$ cat config.mk
export PLATFORM = sky130hd
export DESIGN_NAME = counter_gen
export DESIGN_NICKNAME = d
export VERILOG_FILES = /design/src/rtl/counter_pkg.sv /design/src/rtl/prescaler_tick.sv /design/src/rtl/counter_gen.sv
export SDC_FILE = /design/constraint.sdc
export NUM_CORES = 1
export LEC_CHECK = 0
export BUFFER_PORTS_ARGS = -buffer_cell sky130_fd_sc_hd__buf_2
export CAP_MARGIN = 10
export CORE_ASPECT_RATIO = 0.5
export CORE_UTILIZATION = 50
export CTS_CLUSTER_SIZE = 16
export DETAILED_ROUTE_END_ITERATION = 12
export GPL_ROUTABILITY_DRIVEN = 1
export PLACE_DENSITY = 0.79
export SETUP_SLACK_MARGIN = 0.05
export SYNTH_ARGS = -nofsm -noshare
export SYNTH_HDL_FRONTEND = slang
export SYNTH_HIERARCHICAL = 1
export SYNTH_SLANG_ARGS = --single-unit
export TNS_END_PERCENT = 30
$ cat constraint.sdc
create_clock -name clk -period 3.1 [get_ports clk]
set_input_delay 0.465 -clock clk [delete_from_list [all_inputs] [get_ports clk]]
set_output_delay 0.465 -clock clk [all_outputs]
set_load 0.01 [all_outputs]
$ cat src/rtl/counter_pkg.sv
// Shared definitions for the counter_gen block: count-mode encodings.
package counter_pkg;

  // Count-mode encodings driven on the mode input
  localparam logic [1:0] MODE_UP   = 2'b00;
  localparam logic [1:0] MODE_DOWN = 2'b01;
  localparam logic [1:0] MODE_PP   = 2'b10;
  localparam logic [1:0] MODE_HOLD = 2'b11;

endpackage

$ cat src/rtl/prescaler_tick.sv
// Free-running N-bit prescaler that emits a registered one-cycle tick
// every 2**N clk cycles. clr restarts the period from zero.
module prescaler_tick #(
  parameter int N = 22
) (
  input  logic clk,
  input  logic rstn,
  input  logic clr,
  output logic tick
);

  logic [N-1:0] cnt_q, cnt_d;
  logic         tick_q, tick_d;

  // Next prescaler count and tick; tick fires the cycle after all-ones
  always_comb begin
    cnt_d  = cnt_q + N'(1);
    tick_d = (cnt_q == '1);
    if (clr) begin
      cnt_d  = '0;
      tick_d = 1'b0;
    end
  end

  // Prescaler state register with synchronous active-low reset
  always_ff @(posedge clk) begin
    if (!rstn) begin
      cnt_q  <= '0;
      tick_q <= 1'b0;
    end else begin
      cnt_q  <= cnt_d;
      tick_q <= tick_d;
    end
  end

  assign tick = tick_q;

endmodule

$ cat src/rtl/counter_gen.sv
// Parametrised counter with up, down, ping-pong and hold modes, a
// synchronous clamped load, and a prescaler-driven step enable.
module counter_gen
  import counter_pkg::*;
#(
  parameter int WIDTH = 8,
  parameter int N     = 22,
  parameter int MAX   = 2**WIDTH-1
) (
  input  logic             clk,
  input  logic             rstn,
  input  logic             en,
  input  logic [1:0]       mode,
  input  logic             load,
  input  logic [WIDTH-1:0] load_val,
  output logic [WIDTH-1:0] data,
  output logic             tc,
  output logic             dir,
  output logic             tick
);

  localparam logic [WIDTH-1:0] MAX_V  = WIDTH'(MAX);
  localparam logic [WIDTH-1:0] ZERO_V = '0;
  localparam logic [WIDTH-1:0] ONE_V  = WIDTH'(1);

  logic [WIDTH-1:0] data_q, data_d;
  logic             tc_q, tc_d;
  logic             dir_q, dir_d;
  logic [WIDTH-1:0] load_clamped;
  logic             pp_up;
  logic             tick_w;

  // A load also restarts the prescaler so the next step is a full period away
  prescaler_tick #(
    .N(N)
  ) u_prescaler (
    .clk  (clk),
    .rstn (rstn),
    .clr  (load),
    .tick (tick_w)
  );

  // Next count, direction and terminal pulse; load outranks a step
  always_comb begin
    data_d       = data_q;
    dir_d        = dir_q;
    tc_d         = 1'b0;
    load_clamped = (load_val > MAX_V) ? MAX_V : load_val;
    pp_up        = dir_q;

    if (load) begin
      data_d = load_clamped;
      if (load_clamped == ZERO_V) begin
        dir_d = 1'b1;
      end else if (load_clamped == MAX_V) begin
        dir_d = 1'b0;
      end
    end else if (tick_w && en) begin
      case (mode)
        MODE_UP: begin
          dir_d = 1'b1;
          if (data_q >= MAX_V) begin
            data_d = ZERO_V;
            tc_d   = 1'b1;
          end else begin
            data_d = data_q + ONE_V;
          end
        end
        MODE_DOWN: begin
          dir_d = 1'b0;
          if (data_q == ZERO_V || data_q > MAX_V) begin
            data_d = MAX_V;
            tc_d   = 1'b1;
          end else begin
            data_d = data_q - ONE_V;
          end
        end
        MODE_PP: begin
          if (data_q == ZERO_V) begin
            pp_up = 1'b1;
          end else if (data_q >= MAX_V) begin
            pp_up = 1'b0;
          end
          if (pp_up) begin
            data_d = data_q + ONE_V;
            if (data_d == MAX_V) begin
              tc_d  = 1'b1;
              dir_d = 1'b0;
            end else begin
              dir_d = 1'b1;
            end
          end else begin
            data_d = (data_q > MAX_V) ? MAX_V : (data_q - ONE_V);
            if (data_d == ZERO_V) begin
              tc_d  = 1'b1;
              dir_d = 1'b1;
            end else begin
              dir_d = 1'b0;
            end
          end
        end
        default: begin
          data_d = data_q;
          dir_d  = dir_q;
        end
      endcase
    end
  end

  // Count state register with synchronous active-low reset
  always_ff @(posedge clk) begin
    if (!rstn) begin
      data_q <= '0;
      tc_q   <= 1'b0;
      dir_q  <= 1'b1;
    end else begin
      data_q <= data_d;
      tc_q   <= tc_d;
      dir_q  <= dir_d;
    end
  end

  assign data = data_q;
  assign tc   = tc_q;
  assign dir  = dir_q;
  assign tick = tick_w;

endmodule

==> results.ini, run 1 <==
[placed_design]
dpl_worst_slack_ns = 0.7699
dp_cells = 345
gp_congestion = 0.9422
port_buffers = 24
dpl.hpwl_mm = 3.938

[routing]
via_per_inst = 6.224
drc = 0
avgRoutedWirePerCell_um = 15.30
first_iter_violations = 193
ant_nets = 0
vias = 2191
first_pass_iters = 5
drt_wl_total_mm = 5.385

[global_routing]
grt_util_met1_pct = 30.32
use_met2_pct = 38.69
grt_pass1_wl_mm = 9.121
overflow = 0
grt_util_all_layers_pct = 23.34
met3_usage_pct = 5.390
grt_pass1_vias = 1962
gr-max-usage-layer = met2
grt_antenna_before_repair = 0
grt_max_degree = 21

[power]
power_w = 0.0009379
p_leak_nw = 0.8965
ir_worst_vdd_mv = 0.1903
powerDensity_nw_per_um2 = 381.1

[synth]
syn_nets = 307
synth_area_leader_cell = dfxtp_1
yosysWarningCount = 6
seq_area_frac_synth_pct = 29.04
synth_edf_count = 0
syn_inst = 284
netlist_top_cells_count = dfxtp_1, nand2_1, nor2_1
yosys-top-cells-area = dfxtp_1, ha_1, nand2_1
synth.top_cell.area_share_pct = 29.04
syn_avg_cell_area_um2 = 8.009
ys.flop_type = dfxtp_1
async_flop_share_pct = 0
synth.most_common_cell = dfxtp_1
netlist-cell-type-count = 62
syn_area_um2 = 2275
ys_ff_latch = 33

[sta]
min_period_ns = 2.398
rsz0062_at_grt = false
fmax_ghz = 0.4170
max_slew_margin_pct = 51.55
period_share_pct = 77.36
setup_slack_ns = 0.7019
worst_pin_slew_ns = 0.7267
skew_ns = 0.006494
report.final.slew_viol_count = 0
hold_violations = 0
setup_violations = 0
final.setup.tns_ns = 0

[critical_path]
crit_required_ns = 3.29
reg2regPathDepth = 7
critPathKind = reg2reg
max_stage_delay_ns = 0.59
rrSetupSlack_ns = 0.70
cp-endpoint = data[6]
crit_path_start = data[0]
r2r_end = data[6]
start_kind = flip-flop
cp_cell_sequence = inv_1 > ha_1 > nor3b_2 > a21oi_1 > o21ai_0 > a211oi_1 > a311oi_1
cp_data_arrival_time_ns = 2.59
crit_path_end_kind = flip-flop
crit_fanout = 12
crit_slowest_cell = o21ai_0
r2r_start = data[0]

[floorplanning]
io_pins = 25
dieWidth_um = 97.39
die-area_um2 = 4840
fp.dieH_um = 49.70
rows = 16
coreArea_um2 = 4124
initial_core_util_pct = 55.16

[clocking]
postCtsSetupBuffers = 0
clk_latency_ns = 0.28
cts-root-buf = clkbuf_8
cts_hold_buf = 0
cts_tree = built
clock_tree.buffer_depth = 2
cts_buffers = 5
cts_sinks = 33
clkTransAtPathRegs_ns = 0.07
cts_resized = 0
htreeDepth = 2

[cells_and_area]
fin_nets = 321
drive_gt1_share_pct = 14.09
area_growth_pct = 8.196
stdcell_count = 352
antenna_cells = 0

[worst_hold_path]
hp-class = in2reg

[status]
outcome = complete, no violations

[flow_run]
max_cap_viol_count = 0

## sequential cells by signal, indices dropped and copies added, names as in the netlist
signal             flops
data                   8
tc                     1
u_prescaler/tick       1
u_prescaler/cnt_q     22
dir                    1
## where the power goes
group / switching [W] / internal (W) / leakage, nW / total [W]
Clock: 0.000145 / 0.000176 / 0.0443 / 0.000321
Combinational: 0.0000920 / 0.0000621 / 0.584 / 0.000154
Sequential: 0.0000305 / 0.000433 / 0.268 / 0.000463
Total: 0.000267 / 0.000671 / 0.896 / 0.000938
## stage by stage
| step | area (µm²) | utilization [%] | hold WS (ns) |
|---|---|---|---|
| 4_1_cts | 2461 | 59.68 | 0.4358 |
| 6_report | 2461 | 59.68 | 0.4423 |
| 5_1_grt | 2461 | 59.68 | 0.4549 |
| 3_5_place_dp | 2375 | 57.58 | 0.4443 |
| 3_3_place_gp | 2375 | 57.58 | 0.4310 |
| 2_1_floorplan | 2275 | - | 0.4225 |
## cells by family (layout without fill, tap and decap cells)
| logic type | Yosys count | in the layout | share of synthesized area (%) |
|---|---|---|---|
| buf+inv | 27 | 41 | 5.500 |
| xor+xnor | 18 | 18 | 6.931 |
| flops | 33 | 33 | 29.04 |
| simple gates | 118 | 118 | 29.81 |
| compound gates | 79 | 79 | 23.76 |
| fa+ha+maj | 9 | 9 | 4.951 |
## metal layers
layer  vias to the layer above  wire length (µm)
met5                         -                 0
met4                         0                65
met3                        11               378
met2                        78              2451
met1                      1019              2490
li1                       1083                 -
## final cells by class
cell class / instances / area, µm²
Clock buffer: 7 / 86.33
Tap cell: 54 / 67.56
Multi-Input combinational cell: 224 / 1489
Sequential cell: 33 / 660.6
Inverter: 10 / 37.54
Timing Repair Buffer: 24 / 120.1
Fill cell: 371 / 1663
## critical path, delay by kind of cell, from the launching register on
kind            cells  cell delay [ns]
flops               1             0.43
compound gates      4             1.19
fa+ha+maj           1             0.20
simple gates        1             0.35
buf+inv             1             0.14
## worst min path at each step
stage	startpoint	to	slack (ns)	depth (start not counted)
2_1_floorplan	u_prescaler/cnt_q[21]	u_prescaler/tick	0.42	2
3_3_place_gp	u_prescaler/cnt_q[21]	u_prescaler/tick	0.43	2
3_5_place_dp	u_prescaler/cnt_q[21]	u_prescaler/tick	0.44	2
4_1_cts	en	tc	0.44	3
5_1_grt	en	tc	0.45	3
6_report	en	tc	0.44	3
## layout by cell type, fill, tap and decap left out, types with 4 or more instances in the layout
cell type  netlist  routed
a21o_1           4       4
a21oi_1         14      14
a22oi_1          4       4
a31oi_1          6       6
and2_1           5       5
buf_2            4      24
clkbuf_8         0       6
dfxtp_1         33      33
ha_1             9       9
inv_1            9       9
nand2_1         26      26
nand3_1         13      13
nand4_1          5       5
nor2_1          24      24
nor3_1           5       5
nor4_1           4       4
o211ai_1         4       4
o21ai_0         15      15
o31ai_1          6       6
or3_1            5       5
or4_1            4       4
xnor2_1          9       9
xor2_1           9       9
(Power assumes the default switching activity.)
==> run 2, diff against run 1 <==
--- a/config.mk
+++ b/config.mk
@@ -12,7 +12,7 @@
 export CTS_CLUSTER_SIZE = 16
 export DETAILED_ROUTE_END_ITERATION = 12
 export GPL_ROUTABILITY_DRIVEN = 1
-export PLACE_DENSITY = 0.79
+export PLACE_DENSITY = 0.81
 export SETUP_SLACK_MARGIN = 0.05
 export SYNTH_ARGS = -nofsm -noshare
 export SYNTH_HDL_FRONTEND = slang
==> constraint.sdc (replaced) <==
create_clock -name clk -period 2.1 [get_ports clk]
set_input_delay 0.315 -clock clk [delete_from_list [all_inputs] [get_ports clk]]
set_output_delay 0.315 -clock clk [all_outputs]
set_load 0.01 [all_outputs]
==> run 2 against run 1 <==
  * Critical path depth shrank 1
  * Sequential cell count unchanged
  * Register-to-register slack lost 0.66 ns
  * Hold slack worse by 0.10 ns
  * Global-route usage grew 4.2 points
  * Setup slack lost 0.66 ns
  * Combinational power is 140% higher
  * Cell count is 11% higher
  * Highest routed layer unchanged
  * Clock skew hardly changed
  * Maximum frequency is 16% higher
  * Non-clock buffer count rose by 36
==> results.ini, run 2 (same netlist as run 1, synthesis figures left out) <==
[critical_path]
crit_buf_inv = 1  ; unchanged
r2r_end = data[5]  ; was data[6]
crit_slowest_cell = nor4_4  ; was o21ai_0
reg2regPathDepth = 6  ; was 7
worst-path-stages = 6  ; was 7
crit_family = compound AO/OA/AOI/OAI gates  ; unchanged
crit_path_end_kind = flip-flop  ; unchanged
cp_cell_sequence = buf_6 > nor4_4 > a21boi_0 > a21o_1 > a32oi_1 > o22ai_1  ; was inv_1 > ha_1 > nor3b_2 > a21oi_1 > o21ai_0 > a211oi_1 > a311oi_1
cp_data_arrival_time_ns = 2.21  ; was 2.59 ns
critPathKind = reg2reg  ; unchanged
crit_fanout = 6  ; was 12
rrSetupSlack_ns = 0.04  ; was 0.70 ns
start_kind = flip-flop  ; unchanged
max_stage_delay_ns = 0.41  ; was 0.59 ns
r2r_start = data[4]  ; was data[0]
crit_required_ns = 2.25  ; was 3.29 ns

[floorplanning]
initial_core_util_pct = 55.16  ; unchanged
coreArea_um2 = 4124  ; unchanged
fp.dieH_um = 49.70  ; unchanged
die-area_um2 = 4840  ; unchanged
io_pins = 25  ; unchanged
dieWidth_um = 97.39  ; unchanged
rows = 16  ; unchanged

[worst_hold_path]
holdPathEnd = tc  ; unchanged
hp-class = in2reg  ; unchanged
hp-start = en  ; unchanged
holdPathStages = 3  ; unchanged

[clocking]
clkTransAtPathRegs_ns = 0.08  ; was 0.07 ns
htreeDepth = 2  ; unchanged
cts_sinks = 33  ; unchanged
cts_buffers = 5  ; unchanged
clk_latency_ns = 0.29  ; was 0.28 ns
cts-root-buf = clkbuf_8  ; unchanged
clock_tree.buffer_depth = 2  ; unchanged
cts_tree = built  ; unchanged
cts_hold_buf = 0  ; unchanged

[cells_and_area]
stdcell_count = 389  ; was 352
largest_reg_flops = 22  ; unchanged
area_growth_pct = 27.72  ; was 8.196%
design_area_um2 = 2905  ; was 2461 µm²
layout_commonest_cell = buf_4  ; was dfxtp_1
antenna_cells = 0  ; unchanged
top_register = u_prescaler/cnt_q  ; unchanged
layout_common_cells = buf_4, dfxtp_1, nand2_1  ; was dfxtp_1, nand2_1, nor2_1, buf_2, o21ai_0
fill_cells = 301  ; was 371
fin_util_pct = 70.45  ; was 59.68%
fin_nets = 357  ; was 321
drive_gt1_share_pct = 30.45  ; was 14.09%

[routing]
vias = 2484  ; was 2191
first_pass_iters = 7  ; was 5
first_iter_violations = 276  ; was 193
drt_wl_total_mm = 6.912  ; was 5.385 mm
avgRoutedWirePerCell_um = 17.77  ; was 15.30 µm
drc = 0  ; unchanged
via_per_inst = 6.386  ; was 6.224
ant_nets = 0  ; unchanged

[sta]
hold_violations = 0  ; unchanged
worst_pin_slew_ns = 0.4350  ; was 0.7267 ns
max_slew_margin_pct = 71.00  ; was 51.55%
period_share_pct = 98.16  ; was 77.36%
report.final.slew_viol_count = 0  ; unchanged
rsz0062_at_grt = true  ; was false
setup_violations = 0  ; unchanged
min_period_ns = 2.061  ; was 2.398 ns
fmax_ghz = 0.4851  ; was 0.4170 GHz
skew_ns = 0.006821  ; was 0.006494 ns

[placed_design]
gp_congestion = 0.9654  ; was 0.9422
dp_cells = 377  ; was 345
port_buffers = 24  ; unchanged
dpl.hpwl_mm = 4.627  ; was 3.938 mm
placed_area_um2 = 2629  ; was 2375 µm²

[status]
outcome = complete, no violations  ; unchanged

[power]
p_leak_nw = 1.106  ; was 0.8965 nW
ir_worst_vdd_mv = 0.3365  ; was 0.1903 mV
powerDensity_nw_per_um2 = 577.8  ; was 381.1 nW/µm²
power_w = 0.001679  ; was 0.0009379 W

[global_routing]
overflow = 0  ; unchanged
grt_max_degree = 15  ; was 21
grt_pass1_wl_mm = 10.62  ; was 9.121 mm
grt_pass1_vias = 2263  ; was 1962
grt_util_all_layers_pct = 27.57  ; was 23.34%
grt_antenna_before_repair = 0  ; unchanged

[flow_run]
max_cap_viol_count = 0  ; unchanged

-- run 2: cell count changes in the layout (fill, tap and decap cells not counted), moves of 3 or more --
cell / before / now
buf_4: 0 / 33
dfxtp_1: 33 / 26
dfxtp_4: 0 / 4
buf_6: 0 / 3
dfxtp_2: 0 / 3
inv_1: 9 / 6
-- run 2: final cells by class --
type	count	area, µm²	area share [%]
tap	54	67.56	2.326
clock inverter	2	37.54	1.292
inverter	10	40.04	1.378
multi-input combinational	224	1597	54.95
clock buffer	6	82.58	2.842
sequential	33	679.4	23.38
timing repair buffer	60	401.6	13.82
-- run 2: through the flow --
stage	hold slack, ns	TNS, ns	setup slack (ns)
2_1_floorplan	0.4225	0	0.05914
3_3_place_gp	0.4318	0	0.04009
3_5_place_dp	0.4338	-0.01549	-0.01549
4_1_cts	0.2936	0	0.05280
5_1_grt	0.3331	-0.04447	-0.02435
6_report	0.3380	0	0.03871
-- run 2: per-layer routing --
metal / global-route usage [%] / wire length (µm)
met1: 32.81 / 2768
met2: 45.45 / 3179
met3: 9.645 / 702
met4: 12.25 / 262
met5: 0 / 0
-- run 2: worst max-delay path by stage --
stage | startpoint | endpoint | slack, ns
finish | data[4] | data[5] | 0.04
CTS | data[1] | tc | 0.05
global route | data[0] | data[1] | -0.02
floorplan | data[0] | tc | 0.06
global placement | data[0] | tc | 0.04
detailed placement | data[0] | tc | -0.02
-- run 2: worst reg2reg max path, delay by kind of cell (launching register included) --
| kind | cells | cell delay [ns] |
|---|---|---|
| buffers and inverters | 1 | 0.14 |
| flip-flops | 1 | 0.34 |
| AO/OA/AOI/OAI | 4 | 1.04 |
| AND/OR/NAND/NOR | 1 | 0.41 |
-- run 2: where the power goes --
group	leakage, nW	switching, W	total [W]	internal [W]
Sequential	0.271	0.0000297	0.000668	0.000639
Clock	0.0574	0.000257	0.000643	0.000386
Combinational	0.777	0.000204	0.000367	0.000163
-- run 2: what timing repair did --
| item | in CTS | in global routing |
|---|---|---|
| setup buffers | 0 | 4 |
| pin swaps | 0 | 8 |
| gates resized for setup | 4 | 30 |
| endpoints found under the setup margin | 3 | 5 |
==> run 3, diff against run 2 <==
--- a/config.mk
+++ b/config.mk
@@ -12,7 +12,7 @@
 export CTS_CLUSTER_SIZE = 16
 export DETAILED_ROUTE_END_ITERATION = 12
 export GPL_ROUTABILITY_DRIVEN = 1
-export PLACE_DENSITY = 0.81
+export PLACE_DENSITY = 0.79
 export SETUP_SLACK_MARGIN = 0.05
 export SYNTH_ARGS = -nofsm -noshare
 export SYNTH_HDL_FRONTEND = slang
==> constraint.sdc (replaced) <==
create_clock -name clk -period 2.18 [get_ports clk]
set_input_delay 0.327 -clock clk [delete_from_list [all_inputs] [get_ports clk]]
set_output_delay 0.327 -clock clk [all_outputs]
set_load 0.01 [all_outputs]
==> run 3 against run 2 <==
  * Sequential power fell by 4.2%
  * Register-to-register slack improved by 0.097 ns
  * Non-clock buffer count fell by 14
  * Largest power group unchanged
  * Total power fell by 7.8%
  * Critical endpoint is now data[2]
  * Design area fell by 7.6%
==> results.ini, run 3 (same netlist as run 1, synthesis figures left out) <==
[clocking]
cts_sinks = 33  ; unchanged
cts_tree = built  ; unchanged
clkTransAtPathRegs_ns = 0.08  ; about the same
cts-root-buf = clkbuf_8  ; unchanged
cts_buffers = 5  ; unchanged
cts_hold_buf = 0  ; unchanged
htreeDepth = 2  ; unchanged
cts_resized = 0  ; was 4
clock_tree.buffer_depth = 2  ; unchanged
postCtsSetupBuffers = 0  ; unchanged
clk_latency_ns = 0.30  ; was 0.29 ns

[cells_and_area]
drive_gt1_share_pct = 23.05  ; was 30.45%
antenna_cells = 0  ; unchanged
area_growth_pct = 17.99  ; was 27.72%
design_area_um2 = 2684  ; was 2905 µm²
layout_commonest_cell = dfxtp_1  ; was buf_4
largest_reg_flops = 22  ; unchanged
layout_common_cells = dfxtp_1, nand2_1, buf_2  ; was buf_4, dfxtp_1, nand2_1
fill_cells = 339  ; was 301
fin_nets = 343  ; was 357
top_register = u_prescaler/cnt_q  ; unchanged

[floorplanning]
io_pins = 25  ; unchanged
rows = 16  ; unchanged
dieWidth_um = 97.39  ; unchanged
initial_core_util_pct = 55.16  ; unchanged
fp.dieH_um = 49.70  ; unchanged
coreArea_um2 = 4124  ; unchanged
die-area_um2 = 4840  ; unchanged

[sta]
min_period_ns = 2.045  ; was 2.061 ns
final.setup.tns_ns = 0  ; unchanged
fmax_ghz = 0.4891  ; was 0.4851 GHz
rsz0062_at_grt = false  ; was true
skew_ns = 0.007115  ; was 0.006821 ns
period_share_pct = 93.79  ; was 98.16%
worst_pin_slew_ns = 0.5173  ; was 0.4350 ns
report.final.slew_viol_count = 0  ; unchanged
hold_violations = 0  ; unchanged
max_slew_margin_pct = 65.44  ; was 71.00%
setup_violations = 0  ; unchanged

[routing]
avgRoutedWirePerCell_um = 15.69  ; was 17.77 µm
via_per_inst = 6.203  ; was 6.386
drc = 0  ; unchanged
vias = 2326  ; was 2484
first_iter_violations = 286  ; was 276
drt_wl_total_mm = 5.883  ; was 6.912 mm
ant_nets = 0  ; unchanged
first_pass_iters = 5  ; was 7

[worst_hold_path]
hp-start = en  ; unchanged
holdPathStages = 3  ; unchanged
hp-class = in2reg  ; unchanged
holdPathEnd = tc  ; unchanged

[global_routing]
grt_pass1_vias = 2044  ; was 2263
overflow = 0  ; unchanged
grt_pass1_wl_mm = 9.680  ; was 10.62 mm
grt_antenna_before_repair = 0  ; unchanged
grt_util_all_layers_pct = 25.15  ; was 27.57%
grt_max_degree = 14  ; was 15

[critical_path]
cp_data_arrival_time_ns = 2.21  ; about the same
crit_path_end_kind = flip-flop  ; unchanged
reg2regPathDepth = 8  ; was 6
rrSetupSlack_ns = 0.14  ; was 0.04 ns
critPathKind = reg2reg  ; unchanged
crit_fanout = 13  ; was 6
start_kind = flip-flop  ; unchanged
r2r_start = data[2]  ; was data[4]
crit_required_ns = 2.35  ; was 2.25 ns
r2r_end = data[2]  ; was data[5]

[placed_design]
placed_area_um2 = 2546  ; was 2629 µm²
port_buffers = 24  ; unchanged
gp_congestion = 0.9202  ; was 0.9654
dpl.hpwl_mm = 4.366  ; was 4.627 mm

[power]
power_w = 0.001548  ; was 0.001679 W
powerDensity_nw_per_um2 = 576.9  ; was 577.8 nW/µm²
ir_worst_vdd_mv = 0.3185  ; was 0.3365 mV
p_leak_nw = 1.018  ; was 1.106 nW

[status]
outcome = complete, no violations  ; unchanged

[flow_run]
max_cap_viol_count = 0  ; unchanged

-- run 3: cell count changes in the layout (fill, tap and decap cells not counted), moves of 2 or more --
cell / delta
inv_2: -2
or3b_4: -2
buf_4: -12
inv_1: +3
nor4_1: +2
dfxtp_1: +2
buf_6: -2
dfxtp_2: +2
dfxtp_4: -4
-- run 3: critical path, stage by stage, from the launching register on --
cell and delay, ns:
dfxtp_1 0.37, buf_4 0.23, nand4_2 0.17, buf_4 0.19
o21ai_0 0.30, nor2_2 0.11, buf_4 0.16, a221oi_1 0.24
o22ai_1 0.13
-- run 3: through the flow --
step | utilization [%] | hold WS (ns) | instances | worst slack [ns]
detailed placement | 61.74 | 0.4414 | 367 | 0.08501
CTS | 64.65 | 0.3112 | 375 | 0.06726
global placement | 61.74 | 0.4352 | 367 | 0.09748
finish | 65.08 | 0.3162 | 375 | 0.1354
floorplan | - | 0.4225 | 284 | 0.07654
global route | 65.08 | 0.3335 | 375 | 0.05172
-- run 3: worst max path at each step --
stage | start | endpoint | slack [ns] | cells after the start
finish | data[2] | data[2] | 0.14 | 8
global route | data[0] | tc | 0.05 | 7
CTS | data[0] | tc | 0.07 | 6
detailed placement | data[0] | tc | 0.09 | 6
global placement | mode[0] | data[4] | 0.1 | 9
floorplan | data[0] | tc | 0.08 | 8
-- run 3: power breakdown --
| group | switching [W] | internal [W] | leakage [nW] | total (W) |
|---|---|---|---|---|
| clock | 0.000248 | 0.000372 | 0.0574 | 0.000620 |
| combinational | 0.000164 | 0.000124 | 0.691 | 0.000288 |
| sequential | 0.0000235 | 0.000616 | 0.269 | 0.000640 |
-- run 3: cell type report --
cell class	instances	area, µm²	share of cell area (%)
Multi-Input combinational cell	224	1503	55.99
Clock inverter	2	37.54	1.399
Timing Repair Buffer	46	289.0	10.77
Tap cell	54	67.56	2.517
Inverter	10	37.54	1.399
Clock buffer	6	82.58	3.077
Sequential cell	33	666.9	24.85
-- run 3: layer usage --
layer	up-vias	GRT usage [%]	routed length (µm)
met2	115	40.56	2641
met1	1058	33.80	2574
met4	0	9.559	147
li1	1133	-	-
met5	-	0	0
met3	20	4.539	520
